[src/rtl/board_grid.sv]
// board_grid: N x N game board with 2-bit cells, command/response port,
// and a one-cell-per-cycle scan that detects a run of K equal non-empty
// cells (horizontal, vertical, diagonal, anti-diagonal) or a full-board draw.
module board_grid #(
   parameter int N = 3,
   parameter int K = 3
) (
   input  logic                         clk,
   input  logic                         rst,
   input  logic                         cmd_valid,
   output logic                         cmd_ready,
   input  logic [1:0]                   cmd_op,
   input  logic [$clog2(N)-1:0]         cmd_row,
   input  logic [$clog2(N)-1:0]         cmd_col,
   input  logic [1:0]                   cmd_data,
   output logic                         rsp_valid,
   output logic [1:0]                   rsp_data,
   output logic                         rsp_err,
   output logic                         game_end,
   output logic [1:0]                   winner,
   output logic [$clog2(N*N+1)-1:0]     move_count
);

   localparam int CELLS = N * N;
   localparam int RW    = $clog2(N);
   localparam int MCW   = $clog2(N * N + 1);
   localparam logic [MCW-1:0] MC_FULL = MCW'(CELLS);

   localparam logic [1:0] OP_CLEAR = 2'b00;
   localparam logic [1:0] OP_WRITE = 2'b01;
   localparam logic [1:0] OP_READ  = 2'b10;
   localparam logic [1:0] OP_CHECK = 2'b11;

   typedef enum logic [1:0] {IDLE, SCAN, RESP} state_t;

   state_t                  state_q;
   logic [CELLS-1:0][1:0]   cells_q;
   logic [RW-1:0]           scan_r_q, scan_c_q;
   logic                    found_q;
   logic [1:0]              code_q;
   logic                    rsp_err_q;
   logic [1:0]              rsp_data_q;
   logic                    game_end_q;
   logic [1:0]              winner_q;
   logic [MCW-1:0]          mc_q;

   logic                    cmd_oob;
   int                      cmd_idx;
   logic [1:0]              cmd_cell;
   logic                    wr_reject;
   logic                    match;
   logic [1:0]              match_code;
   logic                    scan_last;

   // Cell lookup by row/col; callers guarantee the coordinate is on the board.
   function automatic logic [1:0] cell_at(input logic [CELLS-1:0][1:0] b,
                                          input int r, input int c);
      logic [1:0] v;
      v = 2'b00;
      for (int i = 0; i < CELLS; i++)
         if (i == r * N + c) v = b[i];
      return v;
   endfunction

   // Decode the command coordinates and decide whether a WRITE is legal.
   always_comb begin
      cmd_oob   = (int'(cmd_row) >= N) || (int'(cmd_col) >= N);
      cmd_idx   = int'(cmd_row) * N + int'(cmd_col);
      cmd_cell  = cmd_oob ? 2'b00 : cell_at(cells_q, int'(cmd_row), int'(cmd_col));
      wr_reject = cmd_oob || (cmd_data == 2'b00) || (cmd_data == 2'b11) ||
                  (cmd_cell != 2'b00) || game_end_q;
   end

   // Test the four run directions from the current scan cell, in priority order.
   always_comb begin
      int         sr, sc, dr, dc, rr, cc;
      logic       run_ok;
      logic [1:0] base;
      sr         = int'(scan_r_q);
      sc         = int'(scan_c_q);
      dr         = 0;
      dc         = 0;
      rr         = 0;
      cc         = 0;
      run_ok     = 1'b0;
      match      = 1'b0;
      match_code = 2'b00;
      base       = cell_at(cells_q, sr, sc);
      for (int d = 0; d < 4; d++) begin
         dr     = (d == 0) ? 0 : 1;
         dc     = (d == 0) ? 1 : (d == 1) ? 0 : (d == 2) ? 1 : -1;
         run_ok = (base != 2'b00);
         for (int k = 1; k < K; k++) begin
            rr = sr + k * dr;
            cc = sc + k * dc;
            if (rr < 0 || rr >= N || cc < 0 || cc >= N) run_ok = 1'b0;
            else if (cell_at(cells_q, rr, cc) != base)  run_ok = 1'b0;
         end
         if (run_ok && !match) begin
            match      = 1'b1;
            match_code = base;
         end
      end
      scan_last = (scan_r_q == RW'(N - 1)) && (scan_c_q == RW'(N - 1));
   end

   // Command FSM: board updates at acceptance, one-cycle response in RESP.
   always_ff @(posedge clk) begin
      if (rst) begin
         state_q    <= IDLE;
         cells_q    <= '0;
         scan_r_q   <= '0;
         scan_c_q   <= '0;
         found_q    <= 1'b0;
         code_q     <= 2'b00;
         rsp_err_q  <= 1'b0;
         rsp_data_q <= 2'b00;
         game_end_q <= 1'b0;
         winner_q   <= 2'b00;
         mc_q       <= '0;
      end else begin
         case (state_q)
            IDLE: begin
               rsp_err_q  <= 1'b0;
               rsp_data_q <= 2'b00;
               if (cmd_valid) begin
                  case (cmd_op)
                     OP_CLEAR: begin
                        cells_q    <= '0;
                        game_end_q <= 1'b0;
                        winner_q   <= 2'b00;
                        mc_q       <= '0;
                        state_q    <= RESP;
                     end
                     OP_WRITE: begin
                        if (wr_reject) begin
                           rsp_err_q <= 1'b1;
                        end else begin
                           for (int i = 0; i < CELLS; i++)
                              if (i == cmd_idx) cells_q[i] <= cmd_data;
                           if (mc_q != MC_FULL) mc_q <= mc_q + MCW'(1);
                        end
                        state_q <= RESP;
                     end
                     OP_READ: begin
                        rsp_data_q <= cmd_cell;
                        rsp_err_q  <= cmd_oob;
                        state_q    <= RESP;
                     end
                     default: begin
                        scan_r_q <= '0;
                        scan_c_q <= '0;
                        found_q  <= 1'b0;
                        code_q   <= 2'b00;
                        state_q  <= SCAN;
                     end
                  endcase
               end
            end
            SCAN: begin
               // first match wins; later matches are ignored
               if (match && !found_q) begin
                  found_q <= 1'b1;
                  code_q  <= match_code;
               end
               if (scan_c_q == RW'(N - 1)) begin
                  scan_c_q <= '0;
                  scan_r_q <= scan_r_q + RW'(1);
               end else begin
                  scan_c_q <= scan_c_q + RW'(1);
               end
               if (scan_last) begin
                  state_q <= RESP;
                  if (found_q) begin
                     game_end_q <= 1'b1;
                     winner_q   <= code_q;
                  end else if (match) begin
                     game_end_q <= 1'b1;
                     winner_q   <= match_code;
                  end else begin
                     game_end_q <= (mc_q == MC_FULL);
                     winner_q   <= 2'b00;
                  end
               end
            end
            RESP: begin
               rsp_err_q  <= 1'b0;
               rsp_data_q <= 2'b00;
               state_q    <= IDLE;
            end
            default: state_q <= IDLE;
         endcase
      end
   end

   assign cmd_ready  = (state_q == IDLE);
   assign rsp_valid  = (state_q == RESP);
   assign rsp_data   = rsp_data_q;
   assign rsp_err    = rsp_err_q;
   assign game_end   = game_end_q;
   assign winner     = winner_q;
   assign move_count = mc_q;

endmodule

[config.mk]
export PLATFORM = sky130hd
export DESIGN_NAME = board_grid
export DESIGN_NICKNAME = d
export VERILOG_FILES = /design/src/rtl/board_grid.sv
export SDC_FILE = /design/constraint.sdc
export NUM_CORES = 1
export LEC_CHECK = 0
export CAP_MARGIN = 10
export CORE_AREA = 2 2 119 121
export DETAILED_ROUTE_END_ITERATION = 6
export DIE_AREA = 0 0 121 123
export DONT_BUFFER_PORTS = 1
export GPL_TIMING_DRIVEN = 0
export SKIP_LAST_GASP = 1
export SLEW_MARGIN = 10
export SYNTH_ARGS = -nofsm -noshare
export SYNTH_HDL_FRONTEND = slang
export SYNTH_SLANG_ARGS = --single-unit
[constraint.sdc]
create_clock -name clk -period 14.32 [get_ports clk]
set_input_delay 2.864 -clock clk [delete_from_list [all_inputs] [get_ports clk]]
set_output_delay 2.864 -clock clk [all_outputs]
set_load 0.02 [all_outputs]
======== Yosys cells after proc, flatten, opt, wreduce, memory -nomap -nowiden ========
Cells that the tools add are included.
cells by class
  add/subtract/negate cells ............... 19
  multipliers ............................. 4
  order comparisons ....................... 18
  eq/ne operators ......................... 114
  mux-type cells .......................... 172
  reduce and logical (&&, ||, !) cells .... 67
operator list
  kind                                            count
  == test 4 x 32 -> 1 bit (first input constant)  28
  == test 3 x 32 -> 1 bit (first input constant)  14
  logical NOT 32 bit                              10
  two-way mux 2 bit                               127
  == test 2 x 32 -> 1 bit (first input constant)  7
  == test 5 x 32 -> 1 bit (first input constant)  7
  adder 32 x 3 -> 32 bit                          3
  adder 32 x 4 -> 32 bit                          2
  == test 4 x 7 -> 1 bit (first input constant)   8
  AND reduction 5 bit                             10
  one-hot mux 18 bit (2 select lines)             1
  adder 32 bit                                    1
  adder 5 x 32 -> 32 bit                          1
  inequality test 2 bit (second input constant)   16
  two-way mux 1 bit                               30
  == test 3 x 7 -> 1 bit (first input constant)   4
  logical OR 1 bit                                24
  one-hot mux 2 bit (2 select lines)              6
  == test 3 x 5 -> 1 bit (first input constant)   4
  two-way mux 18 bit                              1
  inequality test 2 bit                           8
  adder 6 x 4 -> 7 bit                            2
  == test 2 x 7 -> 1 bit (first input constant)   2
  == test 5 x 7 -> 1 bit (first input constant)   2
  34 further kinds                                76
word-level totals
  register bits ........................... 37
  bits of input ports ..................... 11
  output and inout bits ................... 12

======== Logic depth before layout (Yosys ltp) ========
Gate-level depths: netlist of the first run.
  depth after elaboration ................. 32
  mapped depth ............................ 18
  depth with buffers taken out ............ 15

======== Worst setup path after synthesis of the first run ========
No wires, ideal clock.
  path type ............................... in2reg
  start ................................... input cmd_row[0]
  end ..................................... register mc_q[2], in the netlist move_count[2]
  arrival ................................. 6.318 ns
  required time ........................... 14.250 ns
  slack ................................... 7.932 ns
  stages on the path ...................... 16
  path buffers ............................ 2
  cells stage by stage .................... fa_1 ha_1 inv_1 fa_1 buf_6 nor2b_1 and3_1 a22o_1 a221oi_2 nor2_1 o31a_1 or2_1 buf_6 or3_4 or3b_1 a21oi_1
between the ends
  word-level cells in the longest chain between the ends .. 18
  elaborated cells on any way between the ends .. 30
ends and longest elaborated chain
  item                               line  RTL
  from (decl)                        13    input logic [$clog2(N)-1:0] cmd_row,
  multiplier 2 x 2 -> 4 bit          61    if (i == r * N + c) v = b[i];
  adder 4 x 2 -> 5 bit               61
  logical NOT 32 bit                 61
  two-way mux 2 bit (9 in a row)     61
  two-way mux 2 bit                  69    cmd_cell = cmd_oob ? 2'b00 : cell_at(cells_q, int'(cmd_row), int'(cmd_col));
  nonzero test 2 bit                 71    (cmd_cell != 2'b00) || game_end_q;
  logical OR 1 bit *                 70    wr_reject = cmd_oob || (cmd_data == 2'b00) || (cmd_data == 2'b11) ||
  logical OR 1 bit *                 71
  inequality test 2 bit (no line) *  --
  AND reduction 5 bit (no line) *    --
  to (signal assigned)               141   if (mc_q != MC_FULL) mc_q <= mc_q + MCW'(1);
  to (decl)                          45    logic [MCW-1:0] mc_q;
Every way passes the cells marked *; elsewhere a longest branch is shown, timed or not.
A chain may end at the register's enable or synchronous reset.

======== Worst setup path after layout of the first run ========
Ends and elaborated chain as after synthesis.

==> results.md, run 1 <==
- The flow ran to the end, and the final reports show no timing, DRC or antenna violations.
- The maximum net fanout on the critical path is 8.
- Counting instances, the worst hold path has a depth of 2.
- The core area is approximately 14000 um^2.
- The final hold violation count is 0.
- In this run the most critical hold path is launched from code_q[0].
- Routability-driven placement finished with a final weighted congestion of approximately 0.95.
- The relative slew slack is 0.316.
- Data on the critical path is required at its endpoint by approximately 15 ns.
- The total count of max-transition violations in the final report is 0.
- The number of violations reported at the end of detailed-routing iteration 0 is 530.
- For this run, asynchronously set or reset flops after synthesis account for 0.
- In this run, synthesis inferred 0 flip-flops with an integrated enable.
- Among all flip-flop cells after synthesis, the most frequent one is sky130_fd_sc_hd__dfxtp_1.
- The area taken by flip-flops and latches is ~740 um^2.
- During synthesis, Yosys emitted a total of 0 warnings.
- The synthesized flop and latch total is 37.
- The sort of element at the start of the critical path is a primary input.
- The share of the cycle needed by the critical path after routing is 0.448.
- The power density over the cells is ~47 nW/um^2.
- Setup repair after global routing left no endpoint under its margin.
- For the worst-skew pair, the clock arrives at the later sink with an insertion delay of 0.28 ns.
- The synthesis-to-finish area growth is 6.60%.
- The share of the Yosys chip area taken by registers is 0.129.
- Input and output buffers added on the ports amount to 0.
- STA puts the critical path data arrival time at between 6 and 7 ns.
- The share of final-layout standard cells stronger than drive strength 1 is 0.102.
- Entering global routing, the biggest net connects 18 pins.
- The type of destination of the critical path is a flop.
- The cell area after placement is about 6000 um^2.
- The total of fill cells in the finished design is about 1400.
- The number of different library cells used by synthesis comes to 87.
- The width of the chip is roughly 120 um.
- In the routed design, unresolved DRC markers number 0.
- Ranked by total cell area, the synthesized netlist is headed by sky130_fd_sc_hd__dfxtp_1 (13%), sky130_fd_sc_hd__ha_1 (10%), sky130_fd_sc_hd__mux4_2 (5.1%), sky130_fd_sc_hd__nor2_1 (4.7%), sky130_fd_sc_hd__fa_1 (3.5%).
- The floorplan has between 40 and 50 rows.
- The library cell used as clock root buffer is sky130_fd_sc_hd__clkbuf_16.
- The total clock buffers created by CTS is 5.
- In the final layout, the multi-input gates occupy roughly 4600 um^2.
- The first detailed-routing pass took 5 iterations.
- TritonCTS built the clock tree.
- Dividing the detail-routed wire length by the instance count gives between 20 and 25 um.
- The via count of the first global-routing pass was 5606.
- The critical path class is in2reg.
- Across the routed clock network, the largest skew measured is approximately 0.0041 ns.
- The initial core utilization is 0.421.
- Of all cell types, the one taking the most synthesized area is sky130_fd_sc_hd__dfxtp_1.
- The via density per instance is 6.51.
- The sum of net half-perimeters after detailed placement is between 10 and 15 mm.
- The highest achievable clock rate is between 150 and 200 MHz.
- The die area is between 10000 and 15000 um^2.
- Setup violations remaining at the end of the flow were counted as 0.
- The total of cells resized after clock tree synthesis is 0.
- The routed design has 19.3 mm of wire.
- The area share of the largest cell type after synthesis is 0.129.
- The number of cells traversed by the worst register-to-register path is 15.
- 23 I/O pins were placed.
- For this design the static power due to leakage is 2.27 nW.
- The global router's overall resource usage is 0.260.
- In this run the remaining antenna-violating nets after routing total 0.
- The net count of the mapped netlist is around 780.
- The worst register-to-register path begins at scan_r_q[0].
- The H-tree was split into 2 levels.
- The smallest clock period supported by the final layout is computed as 6.42 ns.
- The first global-routing pass estimated about 30 mm of wire.
- After routing the design area is between 6000 and 7000 um^2.
- The global-route congestion overflow total is 0.
- The worst-case vdd ir drop is between 0.00005 and 0.00006 V.
- The worst min-delay path class is reg2reg.
- The count of inserted antenna diode cells is 0.
- The cell area after technology mapping is between 5000 and 6000 um^2.
- The clock transition at the registers of the reported paths is around 0.06 ns.
- The post-synthesis area per instance is between 8 and 9 um^2.
- The final-layout setup total negative slack is 0 ns.
- The critical path starts at cmd_row[0].
- For the pin with the worst max-slew slack, the measured transition is 1.01 ns.
- The routed via count is between 5000 and 6000.
- Hold repair after CTS inserted 0 buffers.
- Once the clock tree was built, the setup fixing pass inserted 0 buffers.
- The number of maximum-capacitance violations is 0.
- The initial antenna violation count is 0.
- For this run, the post-layout net count is 783.
- No sink is reached through more buffers than the 2 on the longest clock path.
- The number of clock sinks is 37.
- The die is around 120 um tall.
- The instance count of the mapped netlist is slightly above 700.
## registers in the layout, indices dropped and copies added, names as in the netlist
signal,count
scan_r_q,2
found_q,1
state_q,2
rsp_err,1
scan_c_q,2
game_end,1
rsp_data,2
code_q,2
move_count,4
winner,2
cells_q,18
## cell usage after synthesis, types with 8 or more instances
| cell type | count |
|---|---|
| sky130_fd_sc_hd__a21oi_1 | 39 |
| sky130_fd_sc_hd__nand3_1 | 11 |
| sky130_fd_sc_hd__xnor2_1 | 13 |
| sky130_fd_sc_hd__inv_1 | 34 |
| sky130_fd_sc_hd__a21o_1 | 12 |
| sky130_fd_sc_hd__mux4_2 | 13 |
| sky130_fd_sc_hd__nor2_1 | 72 |
| sky130_fd_sc_hd__nand2_1 | 44 |
| sky130_fd_sc_hd__dfxtp_1 | 37 |
| sky130_fd_sc_hd__and3_1 | 13 |
| sky130_fd_sc_hd__o21ai_0 | 22 |
| sky130_fd_sc_hd__nor2b_1 | 13 |
| sky130_fd_sc_hd__a2bb2oi_1 | 9 |
| sky130_fd_sc_hd__a32oi_1 | 11 |
| sky130_fd_sc_hd__buf_2 | 17 |
| sky130_fd_sc_hd__clkbuf_1 | 23 |
| sky130_fd_sc_hd__fa_1 | 10 |
| sky130_fd_sc_hd__and2_1 | 8 |
| sky130_fd_sc_hd__nor3_1 | 16 |
| sky130_fd_sc_hd__ha_1 | 46 |
| sky130_fd_sc_hd__o21bai_1 | 9 |
| sky130_fd_sc_hd__a22oi_1 | 17 |
| sky130_fd_sc_hd__buf_6 | 8 |
| sky130_fd_sc_hd__mux2i_1 | 19 |
| sky130_fd_sc_hd__nand2b_1 | 15 |
| sky130_fd_sc_hd__or3_1 | 10 |
## stage by stage
| step | setup WS (ns) | hold WS, ns | utilization | std cells | power [mW] |
|---|---|---|---|---|---|
| global placement | 7.68 | 0.482 | 0.437 | 889 | 0.173 |
| CTS | 7.93 | 0.529 | 0.448 | 897 | 0.287 |
| floorplan | 7.93 | 0.465 | - | 709 | 0.159 |
| finish | 7.90 | 0.526 | 0.448 | 897 | 0.286 |
| global route | 7.64 | 0.549 | 0.448 | 897 | 0.299 |
| detailed placement | 7.63 | 0.502 | 0.437 | 889 | 0.174 |
## critical path: stages
cell	delay, ns
sky130_fd_sc_hd__fa_1	0.53
sky130_fd_sc_hd__ha_1	0.15
sky130_fd_sc_hd__inv_1	0.05
sky130_fd_sc_hd__fa_1	0.50
sky130_fd_sc_hd__nor2b_1	0.23
sky130_fd_sc_hd__and3_1	0.24
sky130_fd_sc_hd__a22o_1	0.20
sky130_fd_sc_hd__a221oi_2	0.20
sky130_fd_sc_hd__nor2_1	0.09
sky130_fd_sc_hd__o31a_1	0.32
sky130_fd_sc_hd__or2_1	0.24
sky130_fd_sc_hd__buf_6	0.13
sky130_fd_sc_hd__or3_4	0.34
sky130_fd_sc_hd__or3b_1	0.38
sky130_fd_sc_hd__a21oi_1	0.15
## cells by family (layout without fill, tap and decap cells)
| kind of cell | Yosys count | after routing | share of synthesized area |
|---|---|---|---|
| adder cells (fa/ha/maj) | 56 | 56 | 0.135 |
| flip-flops | 37 | 37 | 0.129 |
| AO/OA/AOI/OAI | 210 | 210 | 0.272 |
| multiplexers | 46 | 46 | 0.128 |
| XOR/XNOR | 19 | 19 | 0.0319 |
| AND/OR/NAND/NOR | 252 | 252 | 0.230 |
| buffers and inverters | 89 | 97 | 0.0743 |
## layout make-up
cell class / count / area share
Buffer: 51 / 0.0463
Clock buffer: 6 / 0.0228
Clock inverter: 2 / 0.00226
Inverter: 38 / 0.0234
Multi-Input combinational cell: 583 / 0.747
Sequential cell: 37 / 0.121
Tap cell: 180 / 0.0369
## cell usage in the layout (no fill, tap or decap), drive strengths merged, types with 6 or more instances in the layout
cell | netlist | routed
a21o | 13 | 13
inv | 34 | 34
and3 | 13 | 13
dfxtp | 37 | 37
or4 | 7 | 7
a22o | 6 | 6
a22oi | 17 | 17
clkinv | 4 | 6
o32ai | 6 | 6
mux2 | 8 | 8
mux2i | 19 | 19
nor3 | 16 | 16
xnor2 | 13 | 13
or3 | 12 | 12
and2 | 8 | 8
nor2b | 13 | 13
a32oi | 11 | 11
a2bb2oi | 9 | 9
o21bai | 9 | 9
buf | 27 | 27
nand3 | 11 | 11
nor2 | 72 | 72
a21oi | 40 | 40
nor3b | 7 | 7
ha | 46 | 46
o21ai | 24 | 24
mux4 | 19 | 19
or2 | 8 | 8
fa | 10 | 10
clkbuf | 23 | 29
nand2 | 44 | 44
nand2b | 15 | 15
## layer usage
layer / up-vias / share of wire / global-route usage
met3: 46 / 0.081 / 0.0411
met2: 286 / 0.46 / 0.425
met5: - / 0 / 0
met1: 2807 / 0.43 / 0.341
li1: 2696 / - / -
met4: 0 / 0.038 / 0.107
## path summary, 6_finish.rpt
check                  endpoint  slack (ns)
setup / recovery  move_count[2]        7.90
hold / removal        code_q[0]        0.53
setup reg to reg      code_q[1]        7.98
hold reg to reg       code_q[0]        0.53
## where the power goes
part	switching, mW	internal [mW]	total, mW
Combinational	0.0419	0.0266	0.0685
Sequential	0.00134	0.104	0.105
Clock	0.0432	0.0692	0.112
Total	0.0865	0.199	0.286
Note: power is estimated with default switching activity, not from simulation.
==> run 2, diff against run 1 <==
==> constraint.sdc (replaced) <==
create_clock -name clk -period 5.2 [get_ports clk]
set_input_delay 1.04 -clock clk [delete_from_list [all_inputs] [get_ports clk]]
set_output_delay 1.04 -clock clk [all_outputs]
set_load 0.02 [all_outputs]
==> run 2 against run 1 <==
The flow now finishes with violations (DRC). First-iteration DRC count shrank 0.19%. Sequential share of layout area decreased by 0.16 points. Sequential cell count unchanged. Hold slack gained 0.0014 ns. Largest power group unchanged. Global-route usage increased by 0.10 points. Sequential power rose to 2.8 times the previous value. Die area unchanged.
==> results.md, run 2 (synthesis results as in run 1) <==
- The total routed wirelength is 19.3 mm.
- The highest achievable clock rate is ~200 MHz.
- The initial antenna violation count is 0.
- The pin count of the biggest net entering global routing is 17.
- In the routed layout, each cell is associated on average with a via count of roughly 6.5.
- The final net count is 786.
- Once detail routing completed, the nets flagged for antenna violations numbered 0.
- The critical path starts at scan_r_q[1].
- The power density over the cells is roughly 130 nW/um^2.
- The die height is between 100 and 150 um.
- The TritonCTS clock tree is built.
- The first-pass detailed-route iteration total is 7.
- The startpoint identified for the worst register-to-register timing path is scan_r_q[1].
- The post-route minimum period is approximately 5.0 ns.
- The congestion estimate from routability-driven global placement came to around 0.95.
- The deepest clock path buffer count is 2.
- Setup repair after global routing left no endpoint under its margin.
- The die is between 100 and 150 um wide.
- The sort of element at the start of the critical path is a flop.
- The global-route congestion overflow total is 0.
- The top-level port count is 23.
- The critical path in this run is classified as reg2reg.
- The sum of net half-perimeters after detailed placement is approximately 15 mm.
- The count of final setup violators is 0.
- Counting flops per register, the top entry is cells_q.
- Leaving out fill and tap cells, the most frequent cells in the layout are sky130_fd_sc_hd__nor2_1 (72), sky130_fd_sc_hd__nand2_1 (44), sky130_fd_sc_hd__ha_1 (44).
- The region available for standard cell placement spans 13600 um^2.
- Timing analysis after detailed placement gives a worst setup slack of -0.972 ns.
- The clock drives 37 sinks.
- The tool flagged a number of max-cap violations equal to 0.
- The die area is approximately 15000 um^2.
- The leakage power is between 2 and 2.5 nW.
- Across the routed clock network, the largest skew measured is 0.00334 ns.
- Of the cells placed in the final design, the portion with a size suffix greater than 1 is 0.129.
- The setup slack of the critical path after layout is approximately 0.23 ns.
- The required time of the critical path is 5.36 ns.
- The final non-filler cell total is 900.
- The final hold violation count is 0.
- The standard-cell row count is 43.
- The synthesis-to-finish area growth is 8.41%.
- The number of flip-flops under the largest register name is 18.
- The number of placed instances, taps included, is between 800 and 900.
- The layout has roughly 1400 filler cells.
- For this run, design rule violations remaining after detail routing come to 1.
- Across all layers, the routed design uses a little under 6000 vias.
- The library cell used most frequently in the layout, excluding fill and tap cells, is sky130_fd_sc_hd__nor2_1.
- The relative slew slack is 0.397.
- The initial core utilization is 0.421.
- The library cell used as clock root buffer is sky130_fd_sc_hd__clkbuf_16.
- Buffers inserted to repair hold after CTS numbered 0.
- The per-cell routed wire length is ~21 um.
- 0 antenna diodes ended up in the layout.
- After clock tree synthesis, the clock-pin slew on the worst setup and hold paths is around 0.06 ns.
- Of the available clock period, the critical path in the final layout requires 0.955.
- In this run the worst path has a maximum fanout of 10.
- The worst-case vdd ir drop is 0.000164 V.
- The worst min-delay path class is reg2reg.
- In the global route stage, overall resource usage came out at 0.261.
- The number of H-tree levels is 2.
- For the pin with the worst max-slew slack, the measured transition is 0.892 ns.
- The total clock buffers created by CTS is 5.
- The clock latency at the later pin of the worst-skew pair is about 0.28 ns.
- The arrival time of data at the critical path endpoint is 5.13 ns.
- The via count of the first global-routing pass is ~5600.
- The origin of the worst min-delay path is code_q[1].
- The number of violations reported at the end of detailed-routing iteration 0 is around 530.
- STA classifies the critical path endpoint as a flop.
- The first global-routing pass estimated about 30 mm of wire.
- Port buffering added 0 buffers.
- The total count of max-transition violations in the final report was 0.
- The flow ran to the end, but the final reports show violations.
- The checks that failed: DRC.
## run 2: cell types whose count changed in the layout (fill, tap and decap cells not counted), moves of 2 or more
cell | before | now
sky130_fd_sc_hd__dfxtp_1 | 37 | 35
sky130_fd_sc_hd__xnor2_1 | 13 | 11
sky130_fd_sc_hd__inv_1 | 34 | 32
sky130_fd_sc_hd__clkbuf_1 | 23 | 21
sky130_fd_sc_hd__xnor2_2 | 0 | 2
sky130_fd_sc_hd__ha_1 | 46 | 44
sky130_fd_sc_hd__dfxtp_2 | 0 | 2
sky130_fd_sc_hd__buf_4 | 1 | 6
sky130_fd_sc_hd__clkinvlp_4 | 0 | 3
## run 2: layout make-up
cell class	count	area (um^2)	area share
clock inverters	2	13.8	0.00222
repair buffers	5	37.5	0.00605
flip-flops and latches	37	743	0.120
inverters	38	154	0.0248
multi-input cells	583	4620	0.744
plain buffers	49	277	0.0445
clock buffers	6	139	0.0224
well taps	180	225	0.0363
## run 2: power breakdown
group / internal [mW] / total (mW) / switching [mW]
registers: 0.286 / 0.289 / 0.00375
clock network: 0.191 / 0.310 / 0.120
logic: 0.0747 / 0.191 / 0.116
total: 0.551 / 0.790 / 0.239
## run 2: through the flow
step	power, mW	area, um^2	util	hold slack, ns	TNS, ns
5_1_grt	0.826	6210	0.456	0.549	0
3_5_place_dp	0.479	5950	0.437	0.502	-3.32
4_1_cts	0.793	6160	0.453	0.529	0
2_1_floorplan	0.439	5730	-	0.465	0
6_report	0.790	6210	0.456	0.527	0
3_3_place_gp	0.477	5950	0.437	0.482	-2.73
## run 2: critical path, cell delays in order (launching register included)
cell,delay (ns)
sky130_fd_sc_hd__dfxtp_1,0.47
sky130_fd_sc_hd__buf_2,0.29
sky130_fd_sc_hd__inv_1,0.19
sky130_fd_sc_hd__ha_1,0.28
sky130_fd_sc_hd__buf_2,0.21
sky130_fd_sc_hd__xor2_1,0.27
sky130_fd_sc_hd__inv_1,0.16
sky130_fd_sc_hd__ha_1,0.37
sky130_fd_sc_hd__a21oi_1,0.21
sky130_fd_sc_hd__nor2_1,0.10
sky130_fd_sc_hd__or2_2,0.31
sky130_fd_sc_hd__o311ai_2,0.44
sky130_fd_sc_hd__o21ai_1,0.28
sky130_fd_sc_hd__a221oi_1,0.29
sky130_fd_sc_hd__a32oi_1,0.19
sky130_fd_sc_hd__o32ai_2,0.35
sky130_fd_sc_hd__a31oi_2,0.10
sky130_fd_sc_hd__mux2_1,0.35
## run 2: worst paths after layout
path / slack, ns / cells past startpoint / endpoint
hold reg to reg: 0.53 / 2 / winner[1]
setup / recovery: 0.23 / 17 / code_q[1]
hold / removal: 0.53 / 2 / winner[1]
setup reg to reg: 0.23 / 17 / code_q[1]
## run 2: repair_timing
item / 4_1_cts / 5_1_grt
endpoints found under the setup margin: 4 / 4
pin swaps: 0 / 1
gates resized for setup: 11 / 8
setup buffers: 1 / 4
## run 2: per-layer routing
| metal | vias to the layer above | GRT usage | share of wire |
|---|---|---|---|
| met5 | - | 0 | 0 |
| met4 | 0 | 0.107 | 0.040 |
| met2 | 268 | 0.427 | 0.45 |
| li1 | 2717 | - | - |
| met1 | 2782 | 0.342 | 0.43 |
| met3 | 59 | 0.0415 | 0.077 |
==> run 3, diff against run 2 <==
--- a/config.mk
+++ b/config.mk
@@ -12,7 +12,6 @@
 export DONT_BUFFER_PORTS = 1
 export GPL_TIMING_DRIVEN = 0
 export SKIP_LAST_GASP = 1
-export SLEW_MARGIN = 10
 export SYNTH_ARGS = -nofsm -noshare
 export SYNTH_HDL_FRONTEND = slang
 export SYNTH_SLANG_ARGS = --single-unit
==> results of run 3 <==
The final DEF is identical to that of run 2; final timing and power are the same.
